$ cat src/rtl/fadd_seq_ctrl_if.sv
// Handshake bundle for the add/sub sequencer: operand channel, result channel,
// plus status and an FSM state tap for checkers.
interface fadd_seq_ctrl_if;
    // Both channels are valid/ready: a transfer happens on a rising clk edge
    // where valid and ready are both 1; the source holds its payload while
    // valid=1 and ready=0.
    logic        in_valid;
    logic        in_ready;
    logic [31:0] op_a;
    logic [31:0] op_b;
    logic        sub;
    logic        res_valid;
    logic        res_ready;
    logic [31:0] result;
    logic        busy;
    logic [2:0]  fsm_state;

    modport master (
        output in_valid, op_a, op_b, sub, res_ready,
        input  in_ready, res_valid, result, busy, fsm_state
    );

    modport slave (
        input  in_valid, op_a, op_b, sub, res_ready,
        output in_ready, res_valid, result, busy, fsm_state
    );
endinterface

$ cat src/rtl/fadd_seq_ctrl.sv
// Multi-cycle binary32 add/sub sequencer: unpack, align one bit per cycle,
// two's-complement add, normalize one bit per cycle, pack and hold.
module fadd_seq_ctrl #(
    parameter int MAX_ALIGN = 25
) (
    input  logic           clk,
    input  logic           rst,
    fadd_seq_ctrl_if.slave bus
);

    typedef enum logic [2:0] {
        IDLE  = 3'd0,
        ALIGN = 3'd1,
        ADD   = 3'd2,
        NORM  = 3'd3,
        DONE  = 3'd4
    } state_t;

    localparam logic [7:0] MAX_ALIGN_V = 8'(MAX_ALIGN);

    state_t state, state_nxt;

    // Working registers: "big" is the larger-exponent operand, "sm" the one
    // being shifted during alignment.
    logic        s_big, s_sm;
    logic [23:0] m_big, m_sm;
    logic [7:0]  cnt;
    logic [7:0]  exp_r;
    logic        sign_r;
    logic [23:0] mag_r;
    logic [31:0] result_r;

    // Operand unpack
    logic [7:0]  ea, eb, diff, cnt_in;
    logic [23:0] ma, mb;
    logic        sa, sb, a_big;
    logic        a_nan, b_nan, a_inf, b_inf, is_special;
    logic [31:0] special_res;

    always_comb begin
        ea     = bus.op_a[30:23];
        eb     = bus.op_b[30:23];
        sa     = bus.op_a[31];
        sb     = bus.op_b[31] ^ bus.sub;
        ma     = (ea == 8'd0) ? 24'd0 : {1'b1, bus.op_a[22:0]};
        mb     = (eb == 8'd0) ? 24'd0 : {1'b1, bus.op_b[22:0]};
        a_big  = (ea >= eb);
        diff   = a_big ? (ea - eb) : (eb - ea);
        cnt_in = (diff >= MAX_ALIGN_V) ? MAX_ALIGN_V : diff;
        a_nan  = (ea == 8'hFF) && (bus.op_a[22:0] != 23'd0);
        b_nan  = (eb == 8'hFF) && (bus.op_b[22:0] != 23'd0);
        a_inf  = (ea == 8'hFF) && (bus.op_a[22:0] == 23'd0);
        b_inf  = (eb == 8'hFF) && (bus.op_b[22:0] == 23'd0);
        is_special = (ea == 8'hFF) || (eb == 8'hFF);
        if (a_nan || b_nan || (a_inf && b_inf && (sa != sb)))
            special_res = 32'h7FC0_0000;
        else if (a_inf)
            special_res = {sa, 8'hFF, 23'd0};
        else
            special_res = {sb, 8'hFF, 23'd0};
    end

    // Add stage: 26-bit two's complement with one overflow-extension bit
    logic [25:0] op_big, op_sm, sum;
    logic [24:0] mag_sum;
    logic [23:0] mag_add;
    logic [7:0]  exp_add;
    logic        ovf;

    always_comb begin
        op_big  = s_big ? -{2'b00, m_big} : {2'b00, m_big};
        op_sm   = s_sm  ? -{2'b00, m_sm}  : {2'b00, m_sm};
        sum     = op_big + op_sm;
        mag_sum = sum[25] ? 25'(-sum) : sum[24:0];
        if (mag_sum[24]) begin
            mag_add = mag_sum[24:1];
            exp_add = exp_r + 8'd1;
        end else begin
            mag_add = mag_sum[23:0];
            exp_add = exp_r;
        end
        ovf = mag_sum[24] && (exp_r == 8'hFE);
    end

    logic norm_done;
    assign norm_done = (mag_r == 24'd0) || mag_r[23] || (exp_r == 8'd1);

    // State register
    always_ff @(posedge clk or posedge rst) begin
        if (rst) state <= IDLE;
        else     state <= state_nxt;
    end

    // Next-state logic
    always_comb begin
        state_nxt = state;
        case (state)
            IDLE:  if (bus.in_valid) state_nxt = is_special ? DONE : ALIGN;
            ALIGN: if (cnt == 8'd0)  state_nxt = ADD;
            ADD:   state_nxt = ovf ? DONE : NORM;
            NORM:  if (norm_done)    state_nxt = DONE;
            DONE:  if (bus.res_ready) state_nxt = IDLE;
            default: state_nxt = IDLE;
        endcase
    end

    // Outputs
    always_comb begin
        bus.in_ready  = (state == IDLE);
        bus.res_valid = (state == DONE);
        bus.busy      = (state != IDLE);
        bus.fsm_state = state;
        bus.result    = result_r;
    end

    // Datapath
    always_ff @(posedge clk or posedge rst) begin
        if (rst) begin
            s_big    <= 1'b0;
            s_sm     <= 1'b0;
            m_big    <= 24'd0;
            m_sm     <= 24'd0;
            cnt      <= 8'd0;
            exp_r    <= 8'd0;
            sign_r   <= 1'b0;
            mag_r    <= 24'd0;
            result_r <= 32'd0;
        end else begin
            case (state)
                IDLE: if (bus.in_valid) begin
                    if (a_big) begin
                        s_big <= sa; m_big <= ma;
                        s_sm  <= sb; m_sm  <= mb;
                        exp_r <= ea;
                    end else begin
                        s_big <= sb; m_big <= mb;
                        s_sm  <= sa; m_sm  <= ma;
                        exp_r <= eb;
                    end
                    cnt <= cnt_in;
                    if (is_special) result_r <= special_res;
                end
                ALIGN: if (cnt != 8'd0) begin
                    m_sm <= m_sm >> 1;
                    cnt  <= cnt - 8'd1;
                end
                ADD: begin
                    sign_r <= sum[25];
                    mag_r  <= mag_add;
                    exp_r  <= exp_add;
                    if (ovf) result_r <= {sum[25], 8'hFF, 23'd0};
                end
                NORM: begin
                    // A zero magnitude always yields +0, even for -0 + -0.
                    if (mag_r == 24'd0)
                        result_r <= 32'd0;
                    else if (mag_r[23])
                        result_r <= {sign_r, exp_r, mag_r[22:0]};
                    else if (exp_r == 8'd1)
                        result_r <= {sign_r, 31'd0};
                    else begin
                        mag_r <= {mag_r[22:0], 1'b0};
                        exp_r <= exp_r - 8'd1;
                    end
                end
                default: ;
            endcase
        end
    end

endmodule

$ cat src/flat_wrapper.sv
// flat-port wrapper written by rule: the top's interface ports become plain ports
module fadd_seq_ctrl_flat 
#(
    parameter int MAX_ALIGN = 25
)
  (clk, rst, bus_in_valid, bus_op_a, bus_op_b, bus_sub, bus_res_ready, bus_in_ready, bus_res_valid, bus_result, bus_busy, bus_fsm_state);
  fadd_seq_ctrl_if bus_i ();
  input  logic clk;
  input  logic rst;
  input wire logic [$bits(bus_i.in_valid)-1:0] bus_in_valid;
  input wire logic [$bits(bus_i.op_a)-1:0] bus_op_a;
  input wire logic [$bits(bus_i.op_b)-1:0] bus_op_b;
  input wire logic [$bits(bus_i.sub)-1:0] bus_sub;
  input wire logic [$bits(bus_i.res_ready)-1:0] bus_res_ready;
  output wire logic [$bits(bus_i.in_ready)-1:0] bus_in_ready;
  output wire logic [$bits(bus_i.res_valid)-1:0] bus_res_valid;
  output wire logic [$bits(bus_i.result)-1:0] bus_result;
  output wire logic [$bits(bus_i.busy)-1:0] bus_busy;
  output wire logic [$bits(bus_i.fsm_state)-1:0] bus_fsm_state;
  assign bus_i.in_valid = bus_in_valid;
  assign bus_i.op_a = bus_op_a;
  assign bus_i.op_b = bus_op_b;
  assign bus_i.sub = bus_sub;
  assign bus_i.res_ready = bus_res_ready;
  assign bus_in_ready = bus_i.in_ready;
  assign bus_res_valid = bus_i.res_valid;
  assign bus_result = bus_i.result;
  assign bus_busy = bus_i.busy;
  assign bus_fsm_state = bus_i.fsm_state;
  fadd_seq_ctrl #(.MAX_ALIGN(MAX_ALIGN)) u_core (.clk(clk), .rst(rst), .bus(bus_i));
endmodule
$ cat config.mk
export PLATFORM = sky130hd
export DESIGN_NAME = fadd_seq_ctrl_flat
export DESIGN_NICKNAME = d
export VERILOG_FILES = /design/src/rtl/fadd_seq_ctrl_if.sv /design/src/rtl/fadd_seq_ctrl.sv /design/src/flat_wrapper.sv
export SDC_FILE = /design/constraint.sdc
export NUM_CORES = 1
export LEC_CHECK = 0
export BUFFER_PORTS_ARGS = -buffer_cell sky130_fd_sc_hd__buf_2
export CORE_ASPECT_RATIO = 1.1
export CORE_MARGIN = 10
export CORE_UTILIZATION = 65
export CTS_CLUSTER_SIZE = 25
export DETAILED_ROUTE_END_ITERATION = 12
export GPL_TIMING_DRIVEN = 0
export PLACE_DENSITY_LB_ADDON = 0.2
export SYNTH_ARGS = -nofsm -noshare
export SYNTH_HDL_FRONTEND = slang
export SYNTH_SLANG_ARGS = --single-unit
$ cat constraint.sdc
create_clock -name clk -period 7.9 [get_ports clk]
set_clock_uncertainty 0.15 [all_clocks]
set_input_delay 1.185 -clock clk [delete_from_list [all_inputs] [get_ports clk]]
set_output_delay 1.185 -clock clk [all_outputs]
set_load 0.05 [all_outputs]
# After elaboration in Yosys (flattened, before gate mapping)
# Cells that the tools add are included.
# Widths: inputs -> output; s select.
# classes
add_sub_neg,9
mul,0
div_mod_pow,0
order_cmp,2
eq_ne,21
shifts,0
n_mux,45
bitwise_logic,1
n_reduce_logical,33
# op_table
op,count
$mux 32,8
$mux 24,10
$pmux 24 s2,2
$pmux 32 s3,1
$mux 8,10
$mux 26,2
$neg 24->26,2
$logic_not 23->1,2
$reduce_bool 23->1,2
$add 26x26->26,1
$mux 25,1
$neg 25->25,1
$eq 8x8->1 const B,3
$logic_not 24->1,1
$logic_not 8->1,3
$pmux 8 s3,1
$mux 3,6
$pmux 8 s2,1
$sub 8x1->8 const B,2
$sub 8x8->8,2
$pmux 3 s5,1
$ne 2x1->1 const B,6
$ne 2x2->1 const B,5
$add 8x1->8 const B,1
other kinds (21),37
# word_totals
register_bits,126
latchBits,0
ram_bits,0
romBits,0
in_bits,69
output_inout_bits,38
elab_cells,122
n_memories,0

# Longest topological paths before layout
# logic_depth
word_depth,9
ltp_mapped,22
depth_no_buf,19

# Least setup slack after synthesis
# Ideal clock, no wire load.
# synth_path
kind,register to register
startpoint,register u_core.m_sm[7]
endpoint,register u_core.result_r[0] (netlist: u_core.bus.result[0])
setup_time_ps,121
arrival_time_ps,5054
required_time_ps,7629
path_slack_ps,2575
stages_incl_launch_ff,19
path_buffers,2
period_less_slack_ps,5325
path_cell_list,dfrtp_1 -> or4_4 -> or4_4 -> or3_1 -> o41ai_1 -> xnor2_1 -> ha_1 -> clkbuf_1 -> a21oi_1 -> nand2_1 -> a211oi_1 -> a31oi_1 -> xnor2_1 -> o2111a_1 -> a311oi_4 -> nor4_2 -> o21ai_4 -> buf_4 -> a22o_1
# synth_via
elab_chain_cells,8
# synth_rtl
item,line,source
"start, declared",fadd_seq_ctrl.sv:26,"logic [23:0] m_big, m_sm;"
"start signal, assigned",fadd_seq_ctrl.sv:144,m_sm <= m_sm >> 1;
$neg 24->26,fadd_seq_ctrl.sv:72,"op_sm = s_sm ? -{2'b00, m_sm} : {2'b00, m_sm};"
$mux 26 *,fadd_seq_ctrl.sv:72,
$add 26x26->26 *,fadd_seq_ctrl.sv:73,sum = op_big + op_sm;
$neg 25->25,fadd_seq_ctrl.sv:74,mag_sum = sum[25] ? 25'(-sum) : sum[24:0];
$mux 25 *,fadd_seq_ctrl.sv:74,
$logic_and 1x1->1 *,fadd_seq_ctrl.sv:82,ovf = mag_sum[24] && (exp_r == 8'hFE);
$ne 2x1->1 (no source line) *,-,
$reduce_and 5->1 (no source line) *,-,
"end signal, assigned",fadd_seq_ctrl.sv:141,if (is_special) result_r <= special_res;
"end signal, assigned",fadd_seq_ctrl.sv:151,"if (ovf) result_r <= {sum[25], 8'hFF, 23'd0};"
"end signal, assigned",fadd_seq_ctrl.sv:158,"result_r <= {sign_r, exp_r, mag_r[22:0]};"
"end, declared",fadd_seq_ctrl.sv:31,logic [31:0] result_r;
# Every way passes the cells marked *; elsewhere a longest branch is shown, timed or not.
# A chain may end at the register's enable or synchronous reset.

# Final worst setup path
# layout_path
startpoint,register u_core.m_big[2]
endpoint,register u_core.result_r[27] (netlist: u_core.bus.result[27])
# layout_via
elab_chain_cells,8
# layout_rtl
item,line,source
"start, declared",fadd_seq_ctrl.sv:26,
"start signal, assigned",fadd_seq_ctrl.sv:121,m_big <= 24'd0;
"start signal, assigned",fadd_seq_ctrl.sv:132,s_big <= sa; m_big <= ma;
"start signal, assigned",fadd_seq_ctrl.sv:136,s_big <= sb; m_big <= mb;
$neg 24->26,fadd_seq_ctrl.sv:71,"op_big = s_big ? -{2'b00, m_big} : {2'b00, m_big};"
$mux 26 *,fadd_seq_ctrl.sv:71,
$add 26x26->26 *,fadd_seq_ctrl.sv:73,
$neg 25->25,fadd_seq_ctrl.sv:74,
$mux 25 *,fadd_seq_ctrl.sv:74,
$logic_and 1x1->1 *,fadd_seq_ctrl.sv:82,
$ne 2x1->1 (no source line) *,-,
$reduce_and 5->1 (no source line) *,-,
# Marks and branches as above.

==> metrics.md <==
| Metric | Value |
|---|---|
| Hold EP | u_core.bus.result[13] |
| Asr flop ratio synth | 1.00 |
| Reg clk slew, reported paths | 0.06 ns |
| Sequential share of the synthesized area | 0.290 |
| Synth cell types | 77 |
| Total of max-cap violations | 0 |
| Starting DRT DRC Count | 1010 |
| Worst Setup Start Kind | flip-flop |
| # resized after CTS | 0 |
| Fmax | 159 MHz |
| # diodes | 0 |
| DIE HEIGHT | 156 um |
| Hold Path Class | reg2reg |
| Via density | 6.60 |
| TritonCTS Buffers | 17 |
| Area grow syn2layout | 13.2% |
| Crit. End Element | flip-flop |
| CP Data Arrival Time | 6.46 ns |
| #FFs+latches synth | 126 |
| Worst flop-to-flop path endpoint | u_core.bus.result[27] |
| HP Start | u_core.bus.result[13] |
| CTS Buffer Depth | 2 |
| Ys flop type | dfrtp_1 |
| Hold slack | 0.344 ns |
| I/O pin cnt | 107 |
| Synth top area cells | dfrtp_1 (29%), ha_1 (5.6%), nor2_1 (5.5%) |
| Routed Wire Length | 33200 um |
| DIE WIDTH | 143 um |
| Slew margin rel. | 0.146 |
| FF-to-FF setup slack | 1.63 ns |
| Avg Cell Area, Syn | 7.90 sq um |
| Post-synth top cells | nor2_1 (158), dfrtp_1 (126), nand2_1 (107) |
| H-tree depth | 4 |
| Later-pin clock latency in the skew report | 0.43 ns |
| PnR worst setup slack | 1.63 ns |
| Worst Tran Pin Value | 1.27 ns |
| CP max stage delay | 0.62 ns |
| CTS tree | built |
| Final min period | 6.27 ns |
| CP max-delay cell | or4_1 |
| Top-count cell post-synth | nor2_1 |
| Setup CP Type | reg2reg |
| Per-cell routed wire length | 19.3 um |
| Vias in the first global route | 11016 |
| Post-CTS Setup Inserts | 0 |
| Routed vias | 11343 |
| Final setup viols | 0 |
| Post-synth EDFFs | 0 |
| Cell family with most CP delay | simple AND/OR/NAND/NOR gates |
| Crit Path Max Fanout | 10 |
| Reg-to-reg critical path startpoint | u_core.m_big[2] |
| Initial antenna violation count | 0 |
| Core area | 0.0164 sq mm |
| Final HPWL from detailed placement | 25500 um |
| Hold_buf cts | 0 |
| Dpl ws | 1.74 ns |
| Post-synthesis cell area | 0.0109 sq mm |
| Port bufs | 106 |
| Largest net degree at the start of global routing | 85 |
| Drt first pass iters | 6 |
| Gate count of the mapped netlist | 1376 |
| Share of post-route cells with drive strength above 1 | 0.119 |
| Total Neg Setup Slack | 0 ns |
| Worst r2r path cells | 18 |
| Status | complete, no violations |
| DRC Markers | 0 |
| Buf/Inv on CP | 2 |
| RePlAce Congestion | 0.941 |
| Cell chain of the critical path | nor4_1, nand3_1, or4_1, o41ai_1, xnor2_1, ha_1, clkbuf_1, a21oi_1, nand2_1, a211oi_1, a31oi_1, xnor2_1, o2111ai_1, nor4_1, nor4_2, o21ai_4, buf_4, mux2i_1 |
| Clock Sinks | 126 |
| Starting Density | 0.664 |
| CP required | 8.09 ns |
| Die area | 0.0223 sq mm |
| Slew Viols, Final | 0 |
| Hold path cells | 1 |
| GRT Overall Usage | 0.294 |
| RSZ-0062 raised after global routing | no |
| Yosys top cell area share | 0.290 |
| GRT overflow | 0 |
| Synth Net Count | 1497 |
| Tcrit/Tclk final | 0.794 |
| Synth warn | 0 |
| Root buffer selected by CTS | clkbuf_16 |
| Nets | 1623 |
| First-pass GRT wire length | 53800 um |
| Area leader, netlist | dfrtp_1 |
| Rows | 49 |
| Post-DRT Antenna Nets | 0 |
| Final Hold Viols | 0 |
[flip-flops by register name, indices dropped and copies added (netlist names)]
signal and flops:
u_core.s_big 1, u_core.m_sm 24, u_core.m_big 24, u_core.s_sm 1, u_core.cnt 8, u_core.sign_r 1, u_core.exp_r 8, u_core.mag_r 24
u_core.bus.fsm_state 3, u_core.bus.result 32
[metal layers]
layer  GRT usage  wire length, um
met1       0.360            13600
met2       0.484            15600
met3      0.0487             2290
met4       0.156             1620
met5           0                0
[area by class of cell]
| class | count | area, sq um |
|---|---|---|
| fillers | 1289 | 4070 |
| clock buffers | 20 | 457 |
| multi-input cells | 1110 | 7140 |
| repair buffers | 107 | 558 |
| well taps | 204 | 255 |
| flip-flops and latches | 126 | 3150 |
| clock inverters | 12 | 160 |
| plain buffers | 84 | 362 |
| inverters | 56 | 215 |
[cells by family after synthesis]
group,synth area share
AO/OA/AOI/OAI,0.257
XOR/XNOR,0.0621
adder cells (fa/ha/maj),0.0620
buffers and inverters,0.0526
flip-flops,0.290
multiplexers,0.0395
AND/OR/NAND/NOR,0.236
[how the worst max path moves through the flow]
stage | start | endpoint | slack, ns | depth (start not counted)
2_1_floorplan | u_core.m_sm[7] | u_core.bus.result[0] | 2.57 | 18
3_3_place_gp | u_core.m_big[2] | u_core.bus.result[29] | 1.92 | 18
3_5_place_dp | u_core.m_big[2] | u_core.bus.result[27] | 1.74 | 18
4_1_cts | u_core.m_big[2] | u_core.bus.result[27] | 1.69 | 18
5_1_grt | u_core.m_big[2] | u_core.mag_r[16] | 0.94 | 18
6_report | u_core.m_big[2] | u_core.bus.result[27] | 1.63 | 18
[worst reg2reg max path, delay by kind of cell (launching register included)]
kind / cells / cell delay [ns]
and+or+nand+nor: 6 / 2.38
AOI/OAI and AO/OA: 6 / 1.58
xor gates and xnor gates: 2 / 0.64
buffers and inverters: 2 / 0.48
DFF: 1 / 0.46
adders and majority gates: 1 / 0.26
muxes: 1 / 0.22
[stage by stage]
step	cells	instance area, sq um	util
detailed placement	1687	11700	0.714
CTS	1719	12300	0.751
floorplan	1376	10900	-
global placement	1686	11700	0.712
global route	1719	12300	0.751
finish	1719	12300	0.751
[cells in the final DEF (no fill, tap or decap), types with 13 or more instances in the layout]
cell,n
a211oi_1,13
nand2_1,107
nor2_1,158
a221oi_1,25
clkbuf_16,17
mux2i_1,35
nor4_1,29
xor2_1,22
xnor2_1,55
dfrtp_1,126
o31ai_1,16
nor3_1,24
ha_1,49
inv_1,55
a31oi_1,36
o21ai_0,93
nand3_1,88
clkbuf_1,68
buf_2,110
or3_1,19
nand4_1,20
a22o_1,24
a21oi_1,97
Power is not shown: default switching activity piles up to over one toggle a cycle in this logic, so the estimate is an artifact.
